## config.mk

```make
export PLATFORM = sky130hd
export DESIGN_NAME = vscale_iter_mul_div_flat
export DESIGN_NICKNAME = d
export VERILOG_FILES = /design/src/rtl/vscale_iter_mul_div_pkg.sv /design/src/rtl/vscale_iter_mul_div_if.sv /design/src/rtl/vscale_iter_mul_div.sv /design/src/flat_wrapper.sv
export SDC_FILE = /design/constraint.sdc
export NUM_CORES = 1
export LEC_CHECK = 0
export ABC_AREA = 1
export BUFFER_PORTS_ARGS = -buffer_cell sky130_fd_sc_hd__buf_4
export CAP_MARGIN = 20
export CORE_MARGIN = 1.5
export CORE_UTILIZATION = 45
export CTS_CLUSTER_DIAMETER = 100
export DETAILED_ROUTE_END_ITERATION = 16
export PLACE_DENSITY = 0.7
export SYNTH_ARGS = -nofsm -noshare
export SYNTH_HDL_FRONTEND = slang
export SYNTH_SLANG_ARGS = --single-unit
```

## constraint.sdc

```tcl
create_clock -name clk -period 4.75 [get_ports clk]
set_input_delay 0.95 -clock clk [delete_from_list [all_inputs] [get_ports clk]]
set_output_delay 0.95 -clock clk [all_outputs]
set_load 0.005 [all_outputs]
```

## src/rtl/vscale_iter_mul_div_pkg.sv

```systemverilog
// Shared definitions for the iterative RV32M multiply/divide unit:
// operation (funct3) encodings, FSM states and small decode helpers.
package vscale_iter_mul_div_pkg;

    localparam int unsigned MD_OP_WIDTH = 3;

    typedef enum logic [MD_OP_WIDTH-1:0] {
        MD_OP_MUL    = 3'd0,
        MD_OP_MULH   = 3'd1,
        MD_OP_MULHSU = 3'd2,
        MD_OP_MULHU  = 3'd3,
        MD_OP_DIV    = 3'd4,
        MD_OP_DIVU   = 3'd5,
        MD_OP_REM    = 3'd6,
        MD_OP_REMU   = 3'd7
    } md_op_t;

    typedef enum logic [2:0] {
        MD_STATE_IDLE,
        MD_STATE_SETUP,
        MD_STATE_COMPUTE,
        MD_STATE_FIXUP,
        MD_STATE_DONE
    } md_state_t;

    // Divide/remainder ops all have funct3[2] set.
    function automatic logic md_is_div(md_op_t op);
        return op[2];
    endfunction

    // rs1 is treated as signed for MULH, MULHSU, DIV, REM.
    function automatic logic md_in_1_signed(md_op_t op);
        return (op == MD_OP_MULH) || (op == MD_OP_MULHSU) ||
               (op == MD_OP_DIV)  || (op == MD_OP_REM);
    endfunction

    // rs2 is treated as signed for MULH, DIV, REM.
    function automatic logic md_in_2_signed(md_op_t op);
        return (op == MD_OP_MULH) || (op == MD_OP_DIV) || (op == MD_OP_REM);
    endfunction

endpackage

```

## src/rtl/vscale_iter_mul_div_if.sv

```systemverilog
// Request/response handshake bundle between the DX stage and the
// iterative multiply/divide unit. The pipeline side is the master.
interface vscale_iter_mul_div_if #(
    parameter int unsigned XLEN = 32
) ();
    logic            req_valid;
    logic            req_ready;
    logic [2:0]      req_op;
    logic [XLEN-1:0] req_in_1;
    logic [XLEN-1:0] req_in_2;
    logic            kill;
    logic            resp_valid;
    logic            resp_ready;
    logic [XLEN-1:0] resp_result;

    modport master (
        output req_valid, req_op, req_in_1, req_in_2, kill, resp_ready,
        input  req_ready, resp_valid, resp_result
    );

    modport slave (
        input  req_valid, req_op, req_in_1, req_in_2, kill, resp_ready,
        output req_ready, resp_valid, resp_result
    );
endinterface

```

## src/rtl/vscale_iter_mul_div.sv

```systemverilog
// Iterative RV32M multiply/divide unit. One bit per cycle for XLEN cycles:
// shift-add multiply or restoring divide on sign-stripped magnitudes, with
// the sign applied once at the end. Single shared 33-bit adder/subtractor.
module vscale_iter_mul_div
    import vscale_iter_mul_div_pkg::*;
#(
    parameter int unsigned XLEN  = 32,
    parameter int unsigned CNT_W = 5
) (
    input logic                clk,
    input logic                reset_n,
    vscale_iter_mul_div_if.slave md
);

    md_state_t           state;
    md_state_t           state_next;
    md_op_t              op_q;
    logic [XLEN-1:0]     a_q;
    logic [XLEN-1:0]     b_q;
    logic                sign_1_q;
    logic                sign_2_q;
    logic                negate_q;
    logic [2*XLEN-1:0]   acc_q;
    logic [CNT_W-1:0]    cnt_q;
    logic [XLEN-1:0]     result_q;

    logic                accept;
    logic                last_iter;
    logic [XLEN:0]       alu_a;
    logic [XLEN:0]       alu_b;
    logic [XLEN:0]       alu_out;
    logic                q_bit;
    logic [2*XLEN-1:0]   acc_next;
    logic [2*XLEN-1:0]   acc_neg;
    logic [XLEN-1:0]     lo_fix;
    logic [XLEN-1:0]     hi_fix_mul;
    logic [XLEN-1:0]     hi_fix_rem;
    logic [XLEN-1:0]     result_fix;

    assign accept          = (state == MD_STATE_IDLE) && md.req_valid && !md.kill;
    assign last_iter       = (cnt_q == CNT_W'(XLEN-1));
    assign md.req_ready    = (state == MD_STATE_IDLE);
    assign md.resp_valid   = (state == MD_STATE_DONE);
    assign md.resp_result  = result_q;

    // State register.
    always_ff @(posedge clk or negedge reset_n) begin
        if (!reset_n) state <= MD_STATE_IDLE;
        else          state <= state_next;
    end

    // Next-state logic; kill returns any busy state to IDLE.
    always_comb begin
        state_next = state;
        case (state)
            MD_STATE_IDLE:    if (accept) state_next = MD_STATE_SETUP;
            MD_STATE_SETUP:   state_next = MD_STATE_COMPUTE;
            MD_STATE_COMPUTE: if (last_iter) state_next = MD_STATE_FIXUP;
            MD_STATE_FIXUP:   state_next = MD_STATE_DONE;
            MD_STATE_DONE:    if (md.resp_ready) state_next = MD_STATE_IDLE;
            default:          state_next = MD_STATE_IDLE;
        endcase
        if (md.kill && (state != MD_STATE_IDLE)) state_next = MD_STATE_IDLE;
    end

    // Shared adder/subtractor and the per-iteration accumulator update.
    // Divide: acc = {remainder, dividend-shifting-into-quotient}. The trial
    // subtract uses bits [2X-2:X-1]; a set acc[2X-1] means the shifted
    // remainder already exceeds any divisor, so the quotient bit is forced.
    always_comb begin
        alu_a = '0;
        alu_b = {1'b0, b_q};
        if (md_is_div(op_q)) begin
            alu_a   = {1'b0, acc_q[2*XLEN-2:XLEN-1]};
            alu_out = alu_a - alu_b;
            q_bit   = acc_q[2*XLEN-1] | !alu_out[XLEN];
            if (q_bit) acc_next = {alu_out[XLEN-1:0], acc_q[XLEN-2:0], 1'b1};
            else       acc_next = {acc_q[2*XLEN-2:0], 1'b0};
        end else begin
            alu_a   = {1'b0, acc_q[2*XLEN-1:XLEN]};
            alu_out = alu_a + alu_b;
            q_bit   = 1'b0;
            if (acc_q[0]) acc_next = {alu_out, acc_q[XLEN-1:1]};
            else          acc_next = {1'b0, acc_q[2*XLEN-1:1]};
        end
    end

    // Sign fixup and output half select.
    always_comb begin
        acc_neg    = -acc_q;
        lo_fix     = negate_q ? acc_neg[XLEN-1:0] : acc_q[XLEN-1:0];
        hi_fix_mul = negate_q ? acc_neg[2*XLEN-1:XLEN] : acc_q[2*XLEN-1:XLEN];
        hi_fix_rem = negate_q ? -acc_q[2*XLEN-1:XLEN] : acc_q[2*XLEN-1:XLEN];
        case (op_q)
            MD_OP_MULH, MD_OP_MULHSU, MD_OP_MULHU: result_fix = hi_fix_mul;
            MD_OP_REM, MD_OP_REMU:                 result_fix = hi_fix_rem;
            default:                               result_fix = lo_fix;
        endcase
    end

    // Datapath registers: operand latch, magnitudes, iteration, result.
    always_ff @(posedge clk or negedge reset_n) begin
        if (!reset_n) begin
            op_q     <= MD_OP_MUL;
            a_q      <= '0;
            b_q      <= '0;
            sign_1_q <= 1'b0;
            sign_2_q <= 1'b0;
            negate_q <= 1'b0;
            acc_q    <= '0;
            cnt_q    <= '0;
            result_q <= '0;
        end else begin
            case (state)
                MD_STATE_IDLE: begin
                    if (accept) begin
                        op_q     <= md_op_t'(md.req_op);
                        a_q      <= md.req_in_1;
                        b_q      <= md.req_in_2;
                        sign_1_q <= md.req_in_1[XLEN-1] && md_in_1_signed(md_op_t'(md.req_op));
                        sign_2_q <= md.req_in_2[XLEN-1] && md_in_2_signed(md_op_t'(md.req_op));
                    end
                end
                MD_STATE_SETUP: begin
                    acc_q <= {{XLEN{1'b0}}, (sign_1_q ? -a_q : a_q)};
                    b_q   <= sign_2_q ? -b_q : b_q;
                    cnt_q <= '0;
                    case (op_q)
                        MD_OP_DIV, MD_OP_DIVU: negate_q <= (sign_1_q ^ sign_2_q) && (b_q != '0);
                        MD_OP_REM, MD_OP_REMU: negate_q <= sign_1_q;
                        default:               negate_q <= sign_1_q ^ sign_2_q;
                    endcase
                end
                MD_STATE_COMPUTE: begin
                    acc_q <= acc_next;
                    cnt_q <= cnt_q + 1'b1;
                end
                MD_STATE_FIXUP: begin
                    result_q <= result_fix;
                end
                default: ;
            endcase
        end
    end

endmodule

```

## src/flat_wrapper.sv

```systemverilog
// flat-port wrapper written by rule: the top's interface ports become plain ports
module vscale_iter_mul_div_flat import vscale_iter_mul_div_pkg::*;
#(
    parameter int unsigned XLEN  = 32,
    parameter int unsigned CNT_W = 5
)
  (clk, reset_n, md_req_valid, md_req_op, md_req_in_1, md_req_in_2, md_kill, md_resp_ready, md_req_ready, md_resp_valid, md_resp_result);
  vscale_iter_mul_div_if #(.XLEN(XLEN)) md_i ();
  input logic clk;
  input logic reset_n;
  input wire logic [$bits(md_i.req_valid)-1:0] md_req_valid;
  input wire logic [$bits(md_i.req_op)-1:0] md_req_op;
  input wire logic [$bits(md_i.req_in_1)-1:0] md_req_in_1;
  input wire logic [$bits(md_i.req_in_2)-1:0] md_req_in_2;
  input wire logic [$bits(md_i.kill)-1:0] md_kill;
  input wire logic [$bits(md_i.resp_ready)-1:0] md_resp_ready;
  output wire logic [$bits(md_i.req_ready)-1:0] md_req_ready;
  output wire logic [$bits(md_i.resp_valid)-1:0] md_resp_valid;
  output wire logic [$bits(md_i.resp_result)-1:0] md_resp_result;
  assign md_i.req_valid = md_req_valid;
  assign md_i.req_op = md_req_op;
  assign md_i.req_in_1 = md_req_in_1;
  assign md_i.req_in_2 = md_req_in_2;
  assign md_i.kill = md_kill;
  assign md_i.resp_ready = md_resp_ready;
  assign md_req_ready = md_i.req_ready;
  assign md_resp_valid = md_i.resp_valid;
  assign md_resp_result = md_i.resp_result;
  vscale_iter_mul_div #(.XLEN(XLEN), .CNT_W(CNT_W)) u_core (.clk(clk), .reset_n(reset_n), .md(md_i));
endmodule
```

==> impl_metrics.tcl, run 1 <==
set metrics [dict create \
    htree_levels 4 \
    fin_crit_ns 3.08 \
    clkPwrFrac 0.083 \
    grt_pass1_vias 19363 \
    place_ws_ns 1.80 \
    drcViolationCount 0 \
    whs_path_depth 1 \
    synth_cells 3298 \
    worstHoldEndpoint "u_core.cnt_q[3]" \
    end_kind "flop" \
    power_density_mw_per_mm2 806 \
    synth-edff-count 0 \
    critPathBufInv 1 \
    holdCritPathClass "flop to flop" \
    n_antenna_cell 0 \
    tightest_slew_ns 1.07 \
    numCtsBuffers 17 \
    yosys_most_used_dff "dfrtp_1" \
    ir_drop_mv 0.477 \
    gr-usage-met3 0.0780 \
    ctsResizeCount 0 \
    critPathKind "flop to flop" \
    clockBufferDepth 2 \
    grt_pass1_wl_mm 114 \
    row_count 74 \
    dr_total_vias 21921 \
    firstDrtPassIters 6 \
    critPathMaxStageDelay_ns 0.76 \
    start_kind "flop" \
    fp.coreArea_mm2 0.0409 \
    layout_common_cells "nand2_1, inv_1, nor2_1" \
    clockRootBuffer "clkbuf_16" \
    synth-async-reset-ratio 1.00 \
    numPortBuffers 105 \
    cts.clk_slew.worst_paths_ns 0.07 \
    areaGrowthSynthToFinish_pct 9.37 \
    reg2reg_slack_ns 1.67 \
    p_leak_nw 10.8 \
    grtUsageMet1 0.521 \
    cp_top_family "simple AND/OR/NAND/NOR gates" \
    post_cts_buffers 0 \
    cp.depth 13 \
    drive_gt1_frac 0.0751 \
    switching_share 0.608 \
    grt-ovfl-total 0 \
    worstSkewPairLatency_ns 0.47 \
    cts_tree "yes" \
    grt_setup_unrepaired "no" \
    cp.arrival_ns 3.42 \
    setup_viol 0 \
    syn_area_per_cell_um2 5.66 \
    syn_nets 3442 \
    ctsHoldBuffers 0 \
    dpl.hpwl_mm 58.8 \
    synth_cell_type_count 54 \
    cpMostUsedCell "nand2_1" \
    outcome "finished, final reports clean" \
    hold_path.startpoint "u_core.cnt_q[3]" \
    antenna_found_initial 0 \
    die_area_mm2 0.0427 \
    p_seq_frac 0.199 \
    combPwrFrac 0.718 \
    busiest_layer "met1" \
    cts.sinks 174 \
    ant_nets 0 \
    avgViaCountPerCell 5.64 \
    yosys_warnings 0 \
    gp_congestion 1.08 \
    initial_core_util 0.457 \
    drtIter0Drc 2821 \
    relSlewSlack 0.284 \
    die_h_um 207 \
    r2r_end "u_core.acc_q[35]" \
    max_freq_mhz 324 \
    finalMaxSlewViolations 0 \
    p_int_mw 6.45 \
    final_common_cell "nand2_1" \
    grt_max_degree 101 \
    ys_ff_latch 174 \
    finalWorstSetupSlack_ns 1.67 \
    max_cap_violations 0 \
    routed_wl_mm 74.3 \
    io_pins 106 \
    globalRouteTotalUtil 0.351 \
    reg2reg_depth 13 \
    critPathMaxFanout 34 \
    syn-cell-area_mm2 0.0187 \
    regToRegStartpoint "u_core.acc_q[57]" \
    skew_ns 0.0118 \
    power.switching_mw 10.0 \
    num-nets-final 3489 \
    path_cells "ha_1 -> nand2_2 -> inv_1 -> nand2_1 -> nand2_1 -> nand2_1 -> nand3_1 -> a21oi_4 -> nand2_8 -> nor2_4 -> nand2_1 -> nand3_1 -> o21ai_0" \
    drt-wirelength-per-cell_um 19.1 \
    worstPathRequired_ns 5.09 \
    hold_violations 0 \
    fin_tns_setup_ns 0 \
    seq_area_frac_synth 0.233 \
    die_x_um 207 \
    crit_slowest_cell "dfrtp_1" \
    met2_usage 0.495 \
    min_period_over_period 0.649 \
]
## per-layer routing
layer | up-vias | part of all wire
met2 | 1262 | 0.40
met1 | 9872 | 0.45
met5 | - | 0
li1 | 10605 | -
met3 | 182 | 0.12
met4 | 0 | 0.036
## metrics by stage
step	cell area, um2	hold slack (ns)	std cells	total power, mW	utilization
global route	20400	0.508	3889	17.8	0.499
detailed placement	19900	0.465	3858	14.6	0.486
floorplan	18700	0.440	3298	10.9	-
CTS	20400	0.475	3889	16.0	0.499
global placement	19900	0.457	3858	14.7	0.486
finish	20400	0.476	3889	16.5	0.499
## cells in the mapped netlist (2+ instances only)
cell / instances / area share
a21o_1: 2 / 0.00080
a21oi_1: 165 / 0.044
a21oi_2: 3 / 0.0014
a22o_1: 2 / 0.00094
a22oi_1: 21 / 0.0084
a31oi_1: 33 / 0.011
and2_1: 10 / 0.0033
and3_1: 2 / 0.00067
buf_1: 9 / 0.0018
buf_2: 29 / 0.0078
buf_6: 4 / 0.0024
clkbuf_1: 60 / 0.012
dfrtp_1: 174 / 0.23
fa_1: 2 / 0.0021
ha_1: 70 / 0.047
inv_1: 493 / 0.099
inv_2: 10 / 0.0020
nand2_1: 1094 / 0.22
nand2_2: 10 / 0.0033
nand3_1: 337 / 0.090
nand3_2: 9 / 0.0048
nand3b_1: 13 / 0.0052
nand4_1: 37 / 0.012
nor2_1: 360 / 0.072
nor2_2: 12 / 0.0040
nor2_4: 2 / 0.0012
nor3_1: 28 / 0.0075
o211ai_1: 23 / 0.0092
o21a_1: 2 / 0.00080
o21ai_0: 177 / 0.047
o21ai_1: 11 / 0.0029
o21ai_2: 2 / 0.00094
o21bai_1: 5 / 0.0020
o22ai_1: 13 / 0.0044
or2_2: 30 / 0.010
xnor2_1: 2 / 0.00094
xor2_1: 25 / 0.012
## power groups by stage
stage / combinational, mW / sequential [mW] / clock (mW)
after floorplan: 8.17 / 2.73 / 0
after global placement: 11.4 / 3.21 / 0
after detailed placement: 11.4 / 3.23 / 0
after CTS: 11.5 / 3.20 / 1.38
after global routing: 13.0 / 3.31 / 1.45
final: 11.8 / 3.28 / 1.37
## layout make-up
class                   instances  area (um2)
clock buffers                  20         447
multi-input cells            2516       12000
repair buffers                132        1010
well taps                     532         666
fillers                      4476       20500
flip-flops and latches        174        4360
clock inverters                11        87.6
inverters                     504        1890
## flip-flops by register name, indices dropped and copies added (netlist names)
signal                 cells
u_core.cnt_q               5
u_core.acc_q              64
u_core.a_q                32
u_core.negate_q            1
u_core.md.resp_result     32
u_core.b_q                32
u_core.op_q                3
u_core.state               3
u_core.sign_2_q            1
u_core.sign_1_q            1
## worst max path at each step
stage | startpoint | slack [ns] | endpoint
2_1_floorplan | u_core.acc_q[0] | 2.37 | u_core.md.resp_result[30]
3_3_place_gp | u_core.acc_q[53] | 1.83 | u_core.acc_q[40]
3_5_place_dp | u_core.acc_q[32] | 1.80 | u_core.acc_q[49]
4_1_cts | u_core.acc_q[32] | 1.78 | u_core.acc_q[49]
5_1_grt | u_core.acc_q[32] | 1.45 | u_core.acc_q[51]
6_report | u_core.acc_q[57] | 1.67 | u_core.acc_q[35]
## worst register-to-register path: cells and delay by family (launching register included)
| family | cells | cell delay (ns) |
|---|---|---|
| AND/OR/NAND/NOR | 9 | 1.16 |
| adder cells (fa/ha/maj) | 1 | 0.40 |
| buffers and inverters | 1 | 0.04 |
| AO/OA/AOI/OAI | 2 | 0.61 |
| flip-flops | 1 | 0.76 |
## cell families after synthesis
family                     share of synthesized area
AOI/OAI and AO/OA                              0.139
xor gates and xnor gates                      0.0127
adders and majority gates                     0.0490
buffers and inverters                          0.127
DFF                                            0.233
and+or+nand+nor                                0.439
(Power assumes the default switching activity.)
==> run 2: changes to the inputs <==
- PLACE_DENSITY: 0.7 -> 0.72
- clock period: 4.75 -> 2.59 ns (I/O delays scaled with it)
==> impl_metrics.tcl, run 2 (synthesized netlist as in run 1, its figures left out) <==
set metrics [dict create \
    largest_register_ffs 64 \
    routed.top_layer "met4" \
    met2_length_mm 31.2 \
    avgViaCountPerCell 5.62 \
    grt_pass1_wl_mm 118 \
    antenna_found_initial 2 \
    routed_wl_mm 78.8 \
    power_density_mw_per_mm2 1490 \
    startpoint "u_core.b_q[24]" \
    areaGrowthSynthToFinish_pct 16.2 \
    critPathMaxFanout 12 \
    drtIter0Drc 2658 \
    die_h_um 207 \
    drive_gt1_frac 0.125 \
    firstDrtPassIters 7 \
    final_cell_area_mm2 0.0217 \
    outcome "finished, final reports clean" \
    skew_ns 0.0168 \
    final_common_cell "nand2_1" \
    finalPower_mw 32.3 \
    relSlewSlack 0.297 \
    min_period_over_period 0.977 \
    layout_common_cells "nand2_1, inv_1, nor2_1" \
    ant_nets 0 \
    tightest_slew_ns 1.05 \
    ctsHoldBuffers 0 \
    worstPathRequired_ns 2.98 \
    num-nets-final 3629 \
    place_area_mm2 0.0209 \
    clockRootBuffer "clkbuf_16" \
    cts.clk_slew.worst_paths_ns 0.08 \
    finalMaxSlewViolations 0 \
    row_count 74 \
    holdWs_ns 0.0333 \
    reg2reg_depth 12 \
    io_pins 106 \
    holdCritPathClass "input port to asynchronous set/reset pin" \
    drt-wirelength-per-cell_um 19.5 \
    fp.coreArea_mm2 0.0409 \
    die_area_mm2 0.0427 \
    reg2reg_slack_ns 0.06 \
    numCtsBuffers 17 \
    max_cap_violations 0 \
    fin_tns_setup_ns 0 \
    largest_register "u_core.acc_q" \
    cp.arrival_ns 2.92 \
    numPortBuffers 105 \
    max_freq_mhz 395 \
    r2r_end "u_core.acc_q[42]" \
    htree_levels 4 \
    p_leak_nw 11.5 \
    critPathKind "flop to flop" \
    start_kind "flop" \
    fin_crit_ns 2.53 \
    hold_violations 0 \
    drcViolationCount 0 \
    instances_no_fill 4031 \
    die_x_um 207 \
    end_kind "flop" \
    regToRegStartpoint "u_core.b_q[24]" \
    dpl.hpwl_mm 63.4 \
    worstSkewPairLatency_ns 0.51 \
    globalRouteTotalUtil 0.371 \
    wl_met1_mm 35.7 \
    placed_cells 3988 \
    clockBufferDepth 2 \
    worstSetupEndpoint "u_core.acc_q[42]" \
    ir_drop_mv 1.03 \
    grt-ovfl-total 0 \
    cts_tree "yes" \
    gp_congestion 1.03 \
    grt_max_degree 79 \
    initial_core_util 0.457 \
    cts.sinks 174 \
    setup_viol 0 \
    dr_total_vias 22649 \
    wl_met3_mm 9.80 \
    grt_pass1_vias 20033 \
]
## run 2: cell types whose count changed in the layout (fill, tap and decap cells not counted), moves of 4 or more
cell | before | now
dfrtp_2 | 2 | 13
ha_1 | 70 | 58
dfrtp_1 | 172 | 161
nand2_1 | 1094 | 1090
buf_4 | 130 | 262
ha_2 | 0 | 10
a21oi_1 | 165 | 160
a21oi_2 | 3 | 8
inv_1 | 492 | 486
inv_2 | 11 | 17
## run 2: through the flow
step / setup slack [ns] / util
final: 0.0586 / 0.530
after global placement: -0.00435 / 0.511
after CTS: 0.0397 / 0.525
after detailed placement: 0.00225 / 0.511
after floorplan: 0.205 / -
after global routing: -0.0414 / 0.530
## run 2: worst min path at each step
stage | end | startpoint | cells past startpoint
4_1_cts | u_core.md.resp_result[26] | reset_n | 1
2_1_floorplan | u_core.a_q[0] | reset_n | 0
6_report | u_core.md.resp_result[26] | reset_n | 1
5_1_grt | u_core.md.resp_result[26] | reset_n | 1
3_3_place_gp | u_core.cnt_q[3] | u_core.cnt_q[3] | 1
3_5_place_dp | u_core.cnt_q[3] | u_core.cnt_q[3] | 1
## run 2: timing repair
item | 4_1_cts | 5_1_grt
endpoints found under the hold margin | 0 | 0
buffers inserted | 0 | 7
gates resized for setup | 1 | 48
pin swaps | 0 | 5
gates cloned | 0 | 3
endpoints found under the setup margin | 2 | 33
## run 2: worst max-delay path: stages (launching register included)
cell,delay [ns]
dfrtp_2,0.43
inv_1,0.11
ha_2,0.42
nand2_1,0.11
nor2_1,0.23
and2_2,0.26
a21oi_4,0.08
buf_4,0.16
buf_4,0.14
nand2_4,0.15
nand3b_1,0.15
nand4_1,0.11
nand2_1,0.05
## run 2: area by class of cell
class | count | area, um2
antenna | 1 | 2.50
clock inverter | 13 | 149
multi-input combinational | 2518 | 12100
clock buffer | 19 | 443
timing repair buffer | 270 | 2080
tap | 532 | 666
inverter | 504 | 1890
sequential | 174 | 4370
fill | 4376 | 19200
## run 2: per-layer routing
metal  global-route usage  up-vias
li1                     -    10882
met1                0.561    10366
met2                0.517     1293
met3               0.0837      108
met4                0.111        0
met5                    0        -
## run 2: power breakdown
part	internal (mW)	leakage [nW]	total (mW)	switching, mW
registers	4.02	2.08	5.36	1.34
logic	7.96	9.11	24.2	16.2
clock network	1.39	0.290	2.75	1.36
